$ cat config.mk
export PLATFORM = sky130hd
export DESIGN_NAME = seg7_scan_decoder
export DESIGN_NICKNAME = d
export VERILOG_FILES = /design/src/rtl/seg7_scan_decoder.sv
export SDC_FILE = /design/constraint.sdc
export NUM_CORES = 1
export LEC_CHECK = 0
export ABC_AREA = 1
export BUFFER_PORTS_ARGS = -buffer_cell sky130_fd_sc_hd__buf_4
export CAP_MARGIN = 25
export CORE_MARGIN = 3
export CORE_UTILIZATION = 49
export DETAILED_ROUTE_END_ITERATION = 10
export MAX_ROUTING_LAYER = met4
export PLACE_DENSITY = 0.8
export RECOVER_POWER = 50
export SLEW_MARGIN = 20
export SYNTH_ARGS = -nofsm -noshare
export SYNTH_HDL_FRONTEND = slang
export SYNTH_SLANG_ARGS = --single-unit
$ cat constraint.sdc
create_clock -name clk -period 2.41 [get_ports clk]
set_clock_uncertainty 0.2 [all_clocks]
set_input_delay 0.482 -clock clk [delete_from_list [all_inputs] [get_ports clk]]
set_output_delay 0.482 -clock clk [all_outputs]
set_load 0.05 [all_outputs]
$ cat src/rtl/seg7_scan_decoder.sv
// rtl/seg7_scan_decoder.sv - recovers BCD frames from a multiplexed active-low 7-segment bus
// Optional binary conversion of each published frame is enabled by defining SEG7_DEC_BIN_EN.
module seg7_scan_decoder #(
    parameter int NUM_DIGITS    = 4,
    parameter int SETTLE_CYCLES = 3
) (
    input  logic                    clk,
    input  logic                    rst_n,
    input  logic [6:0]              seg_in,
    input  logic [NUM_DIGITS-1:0]   an_in,
    output logic [4*NUM_DIGITS-1:0] bcd_out,
    output logic [NUM_DIGITS-1:0]   digit_err,
    output logic                    frame_valid,
    output logic                    frame_error
`ifdef SEG7_DEC_BIN_EN
    ,
    output logic [4*NUM_DIGITS-1:0] bin_out,
    output logic                    bin_valid
`endif
);

    localparam int WW = NUM_DIGITS + 7;
    localparam int CW = $clog2(SETTLE_CYCLES + 1);
    localparam int IW = (NUM_DIGITS > 1) ? $clog2(NUM_DIGITS) : 1;
    localparam int DW = 4 * NUM_DIGITS;
    localparam logic [CW-1:0] CNT_MAX = CW'(SETTLE_CYCLES);
    localparam logic [CW-1:0] CNT_PRE = CW'(SETTLE_CYCLES - 1);

`ifdef SEG7_DEC_BIN_EN
    typedef enum logic [1:0] {ST_COLLECT, ST_PUBLISH, ST_CONVERT} state_t;
`else
    typedef enum logic [0:0] {ST_COLLECT, ST_PUBLISH} state_t;
`endif

    // Returns {error, nibble}; blank is a legal "no digit" and decodes to F without error.
    function automatic logic [4:0] seg_decode(input logic [6:0] s);
        case (s)
            7'b0000001: seg_decode = 5'h00;
            7'b1001111: seg_decode = 5'h01;
            7'b0010010: seg_decode = 5'h02;
            7'b0000110: seg_decode = 5'h03;
            7'b1001100: seg_decode = 5'h04;
            7'b0100100: seg_decode = 5'h05;
            7'b0100000: seg_decode = 5'h06;
            7'b0001111: seg_decode = 5'h07;
            7'b0000000: seg_decode = 5'h08;
            7'b0000100: seg_decode = 5'h09;
            7'b1111111: seg_decode = 5'h0F;
            default:    seg_decode = 5'h1F;
        endcase
    endfunction

    logic [WW-1:0]         sync1_q, sync1_d, sync2_q, sync2_d, prev_q, prev_d;
    logic [CW-1:0]         cnt_q, cnt_d;
    logic [DW-1:0]         shadow_q, shadow_d;
    logic [NUM_DIGITS-1:0] err_q, err_d, seen_q, seen_d;
    state_t                state_q, state_d;
    logic [DW-1:0]         bcd_q, bcd_d;
    logic [NUM_DIGITS-1:0] derr_q, derr_d;
    logic                  fv_q, fv_d, ferr_q, ferr_d;

    logic [NUM_DIGITS-1:0] an_s;
    logic [6:0]            seg_s;
    logic                  changed, capture;
    int unsigned           low_cnt;
    logic [IW-1:0]         cap_idx;
    logic [NUM_DIGITS-1:0] cap_mask;
    logic [4:0]            dec;

`ifdef SEG7_DEC_BIN_EN
    logic [DW-1:0] acc_q, acc_d, bin_q, bin_d;
    logic [IW-1:0] idx_q, idx_d;
    logic          bv_q, bv_d;
    logic [3:0]    conv_nib;
`endif

    always_comb begin
        sync1_d = {an_in, seg_in};
        sync2_d = sync1_q;
        prev_d  = sync2_q;
        an_s    = sync2_q[WW-1:7];
        seg_s   = sync2_q[6:0];
        changed = (sync2_q != prev_q);

        cnt_d = cnt_q;
        if (changed) begin
            cnt_d = '0;
        end else if (cnt_q != CNT_MAX) begin
            cnt_d = cnt_q + 1'b1;
        end

        low_cnt = 0;
        cap_idx = '0;
        for (int i = 0; i < NUM_DIGITS; i++) begin
            if (!an_s[i]) begin
                low_cnt = low_cnt + 1;
                cap_idx = IW'(i);
            end
        end

        // Fires only on the cycle the counter steps onto SETTLE_CYCLES, so once per stable period.
        capture  = !changed && (cnt_q == CNT_PRE) && (low_cnt == 1);
        cap_mask = capture ? (NUM_DIGITS'(1) << cap_idx) : '0;
        dec      = seg_decode(seg_s);

        shadow_d = shadow_q;
        err_d    = err_q;
        if (capture) begin
            shadow_d[4*cap_idx +: 4] = dec[3:0];
            err_d[cap_idx]           = dec[4];
        end
    end

    always_comb begin
        state_d = state_q;
        seen_d  = seen_q | cap_mask;
        bcd_d   = bcd_q;
        derr_d  = derr_q;
        fv_d    = 1'b0;
        ferr_d  = ferr_q;
`ifdef SEG7_DEC_BIN_EN
        acc_d    = acc_q;
        idx_d    = idx_q;
        bin_d    = bin_q;
        bv_d     = 1'b0;
        conv_nib = bcd_q[4*idx_q +: 4];
`endif
        case (state_q)
            ST_COLLECT: begin
                // Outputs load on the completing edge so they are visible throughout PUBLISH.
                if (&seen_d) begin
                    state_d = ST_PUBLISH;
                    bcd_d   = shadow_d;
                    derr_d  = err_d;
                    ferr_d  = |err_d;
                    fv_d    = 1'b1;
                end
            end
            ST_PUBLISH: begin
                seen_d = cap_mask;
`ifdef SEG7_DEC_BIN_EN
                state_d = ST_CONVERT;
                acc_d   = '0;
                idx_d   = IW'(NUM_DIGITS - 1);
`else
                state_d = ST_COLLECT;
`endif
            end
`ifdef SEG7_DEC_BIN_EN
            ST_CONVERT: begin
                acc_d = acc_q * DW'(10) + ((conv_nib > 4'd9) ? DW'(0) : DW'(conv_nib));
                if (idx_q == '0) begin
                    bin_d   = acc_d;
                    bv_d    = 1'b1;
                    state_d = ST_COLLECT;
                end else begin
                    idx_d = idx_q - 1'b1;
                end
            end
`endif
            default: state_d = ST_COLLECT;
        endcase
    end

    always_ff @(posedge clk or negedge rst_n) begin
        if (!rst_n) begin
            sync1_q  <= '0;
            sync2_q  <= '0;
            prev_q   <= '0;
            cnt_q    <= '0;
            shadow_q <= '1;
            err_q    <= '0;
            seen_q   <= '0;
            state_q  <= ST_COLLECT;
            bcd_q    <= '0;
            derr_q   <= '0;
            fv_q     <= 1'b0;
            ferr_q   <= 1'b0;
`ifdef SEG7_DEC_BIN_EN
            acc_q    <= '0;
            idx_q    <= '0;
            bin_q    <= '0;
            bv_q     <= 1'b0;
`endif
        end else begin
            sync1_q  <= sync1_d;
            sync2_q  <= sync2_d;
            prev_q   <= prev_d;
            cnt_q    <= cnt_d;
            shadow_q <= shadow_d;
            err_q    <= err_d;
            seen_q   <= seen_d;
            state_q  <= state_d;
            bcd_q    <= bcd_d;
            derr_q   <= derr_d;
            fv_q     <= fv_d;
            ferr_q   <= ferr_d;
`ifdef SEG7_DEC_BIN_EN
            acc_q    <= acc_d;
            idx_q    <= idx_d;
            bin_q    <= bin_d;
            bv_q     <= bv_d;
`endif
        end
    end

    assign bcd_out     = bcd_q;
    assign digit_err   = derr_q;
    assign frame_valid = fv_q;
    assign frame_error = ferr_q;
`ifdef SEG7_DEC_BIN_EN
    assign bin_out     = bin_q;
    assign bin_valid   = bv_q;
`endif

endmodule

==> run summary <==
The endpoint required time on the critical path is 2.46 ns. The signed area change from the synthesized netlist to the final layout was 30.46%. By area the synthesized netlist is led by dfrtp_1 (47%), nand2_1 (18%), dfstp_2 (12%).

Number of antenna violations at the first check in global routing: 0. The tightest slew margin relative to the limit was 73.28%; the clock input transition at the sequential cells of the worst setup and hold paths was 0.08 ns. After synthesis, the netlist uses 28 different library cells. The number of cells traversed by the worst register-to-register path is 17.

Timing would allow up to 373.8 MHz. The type of the worst min-delay path was in -> reg. The worst setup path is captured at a register.

Main flop type after synthesis: dfrtp_1. The number of pins exceeding their max-slew limit in the final report is 0. The number of buffers and inverters on the critical path is 3. The worst register-to-register path begins at prev_d[7].

For this block, the routed nets add up to 8043 um of wire. Worst-path cell with the longest stage delay: dfrtp_1. In the global route stage, overall resource usage came out at 21.16%.

The finished cells cover 0.004549 mm2. The I/O pin count was 35. Clock latency on the worst-skew pair, taken at its later pin, is 0.35 ns. The library cell with the highest instance count after synthesis was nand2_1. The longest clock path from root to sink contains 2 buffers. The final route contains 2737 vias. In this run the worst path has a maximum fanout of 6. The initial core utilization is 51.04%. Counting the buffers created by CTS gives 9. The tools report the final routed DRC violation total as 0. The number of synthesized flops with an enable pin was 0. The tools report the setup slack after layout as -0.2649 ns. The number of nets handed over by synthesis was 395.

The worst hold path stage count works out to 1. The tool flagged a number of max-cap violations equal to 0. The leakage power total was 2.432 nW; the post-route non-filler standard cell count was 548.

For this run, the share of the core covered by cells in the final layout is 66.59%. The maximum number of pins on one net before global-route repair is 34, and the critical path's largest stage delay is 0.43 ns. For this run, the detailed router's first-pass iteration total came to 4.

Setup repair after global routing could not meet its margin everywhere. For this run, the post-layout net count is 465. Dividing the detail-routed wire length by the instance count gives 14.68 um. The commonest cells after synthesis are nand2_1 (167), dfrtp_1 (65), nor2_1 (31), inv_1 (27), dfstp_2 (16). Of the available clock period, the critical path in the final layout requires 111.0%. The synthesized design devotes to its leading area cell type 46.65% of total area. For hold timing, the worst endpoint is sync1_q[6].

For this run the aggregate overflow at the end of global routing stands at 0. The worst hold path begins at seg_in[6]. The critical path starts at prev_d[7]. The power density over cell area was 570.7 mW/mm2; the total placed instance area was 0.003968 mm2. The run gives 30 as the number of rows in the core area. Of all cell types, the one taking the most synthesized area is dfrtp_1. The H-tree was split into 3 levels. Synthesis produced a netlist whose cell count is 377. In this run the critical register-to-register path is captured at bcd_out[3].

Share of synthesized registers carrying an async set or reset: 100.0%. The number of placed instances, taps included, is 518. For the area of the mapped netlist, the log shows 0.003487 mm2. The first global-routing pass estimated 13220 um of wire. The congestion estimate from routability-driven global placement came to 0.9521. The die is 90.36 um tall.

The clock net sink count was 81; the remaining number of nets flagged by the antenna check after routing was 0. The critical path's top delay family was simple AND/OR/NAND/NOR gates. The register area share after synthesis is 58.70%, and the number of port buffers is 34. By instance count, the cell type seen most on the critical path is nand2_4. The mean instance size in the synthesized netlist was 9.250 um2.

For the via count of the first global-routing pass, the log shows 2843. The final reports fail on setup timing. The maximum ir drop on the vdd rail is 0.0004027 V. TritonCTS built the clock tree. The die width is 90.36 um, and the worst reg-to-reg setup slack is -0.26 ns. The number of hold violations in the final report came out at 0. After legalization and detailed placement, the total HPWL measured 4594 um. Setup violations remaining at the end of the flow were counted as 26.

The vias per cell was 4.995. Summing internal, switching and leakage power gives 2.596 mW. Iteration-0 DRC count of the detailed router: 173. Traced cell by cell, the critical path runs through inv_2 > ha_4 > xnor2_4 > ha_4 > nand2_2 > inv_2 > nand2_1 > nand2_1 > nor2_2 > nand2_4 > nor2_8 > nand2_4 > a21oi_4 > nand3_4 > buf_12 > nand2_4 > nand2_2.

The antenna diode count was 0. The root buffer cell chosen for the clock tree is clkbuf_8. Yosys printed 0 warnings. The die area was 0.008165 mm2.

Critical path class: reg -> reg. For the worst setup path, the data arrival time is 2.73 ns. Counting I/O delays and the setup requirement, the final critical path takes 2.675 ns.

The flow ran to the end, but the final reports show violations. The area of the core is 0.006832 mm2, and the fraction of layout cells with a size suffix above 1 is 37.17%. The transition time at the pin with the least slew margin came out at 0.3977 ns. The worst setup path is launched from a register.

Counting flops and latches in the post-synthesis netlist gives 81.
==> cell type report <==
cell class / count / area, um2
clock buffer: 12 / 155.1
inverter: 34 / 145.1
fill: 524 / 2282
sequential: 81 / 2047
tap: 96 / 120.1
multi-input combinational: 259 / 1459
clock inverter: 4 / 51.30
timing repair buffer: 62 / 571.8
==> per-stage QoR <==
step | hold slack (ns) | setup WS, ns | TNS (ns)
global route | 0.03675 | -0.4252 | -9.956
detailed placement | 0.1347 | -0.2136 | -3.909
global placement | 0.1331 | -0.1077 | -1.918
CTS | 0.008034 | -0.2284 | -4.780
floorplan | -0.01359 | -0.05356 | -1.071
finish | 0.04921 | -0.2649 | -5.564
==> cell families after synthesis <==
group | Yosys count | share of synthesized area (%)
AO/OA/AOI/OAI | 9 | 1.364
XOR/XNOR | 9 | 2.476
adder cells (fa/ha/maj) | 5 | 1.794
buffers and inverters | 39 | 5.346
flip-flops | 81 | 58.70
AND/OR/NAND/NOR | 234 | 30.32
==> cell usage in the layout (no fill, tap or decap), drive strengths merged <==
cell,count
a21oi,2
buf,49
bufinv,1
clkbuf,24
clkinv,2
clkinvlp,1
dfrtp,65
dfstp,16
dlygate4sd3,1
ha,5
inv,34
nand2,177
nand3,16
nand3b,1
nor2,39
nor3,1
nor3b,1
nor4,1
o21ai,6
o31ai,1
xnor2,4
xor2,5
==> power by group <==
| part | switching [mW] | internal (mW) | leakage [nW] |
|---|---|---|---|
| Sequential | 0.0234 | 1.39 | 0.997 |
| Combinational | 0.0978 | 0.0692 | 1.33 |
| Clock | 0.483 | 0.536 | 0.103 |
==> registers in the layout, indices dropped and copies added, names as in the netlist <==
name	flops
bcd_out	16
cnt_q	2
digit_err	4
err_q	4
frame_error	1
frame_valid	1
prev_d	11
prev_q	11
seen_q	4
shadow_q	16
sync1_q	11
==> how the worst max path moves through the flow <==
| stage | endpoint | slack, ns | depth (start not counted) |
|---|---|---|---|
| 6_report | bcd_out[3] | -0.26 | 17 |
| 3_5_place_dp | digit_err[3] | -0.21 | 15 |
| 4_1_cts | bcd_out[13] | -0.23 | 19 |
| 3_3_place_gp | bcd_out[4] | -0.11 | 17 |
| 5_1_grt | bcd_out[11] | -0.43 | 17 |
| 2_1_floorplan | bcd_out[0] | -0.05 | 19 |
==> routing by layer <==
metal | global-route usage (%) | vias up | part of all wire [%]
met5 | - | - | 0
met4 | 10.20 | 0 | 2.7
met3 | 4.583 | 20 | 4.7
met2 | 33.48 | 85 | 51
met1 | 25.97 | 1340 | 41
li1 | - | 1292 | -
==> timing repair <==
item | 4_1_cts | 5_1_grt
resized for setup | 27 | 41
setup buffers | 7 | 2
hold buffers | 1 | 0
gates cloned | 3 | 1
pin swaps | 16 | 12
hold endpoints to repair | 20 | 0
endpoints found under the setup margin | 38 | 42
No activity file was read; power rests on OpenSTA's default activity.
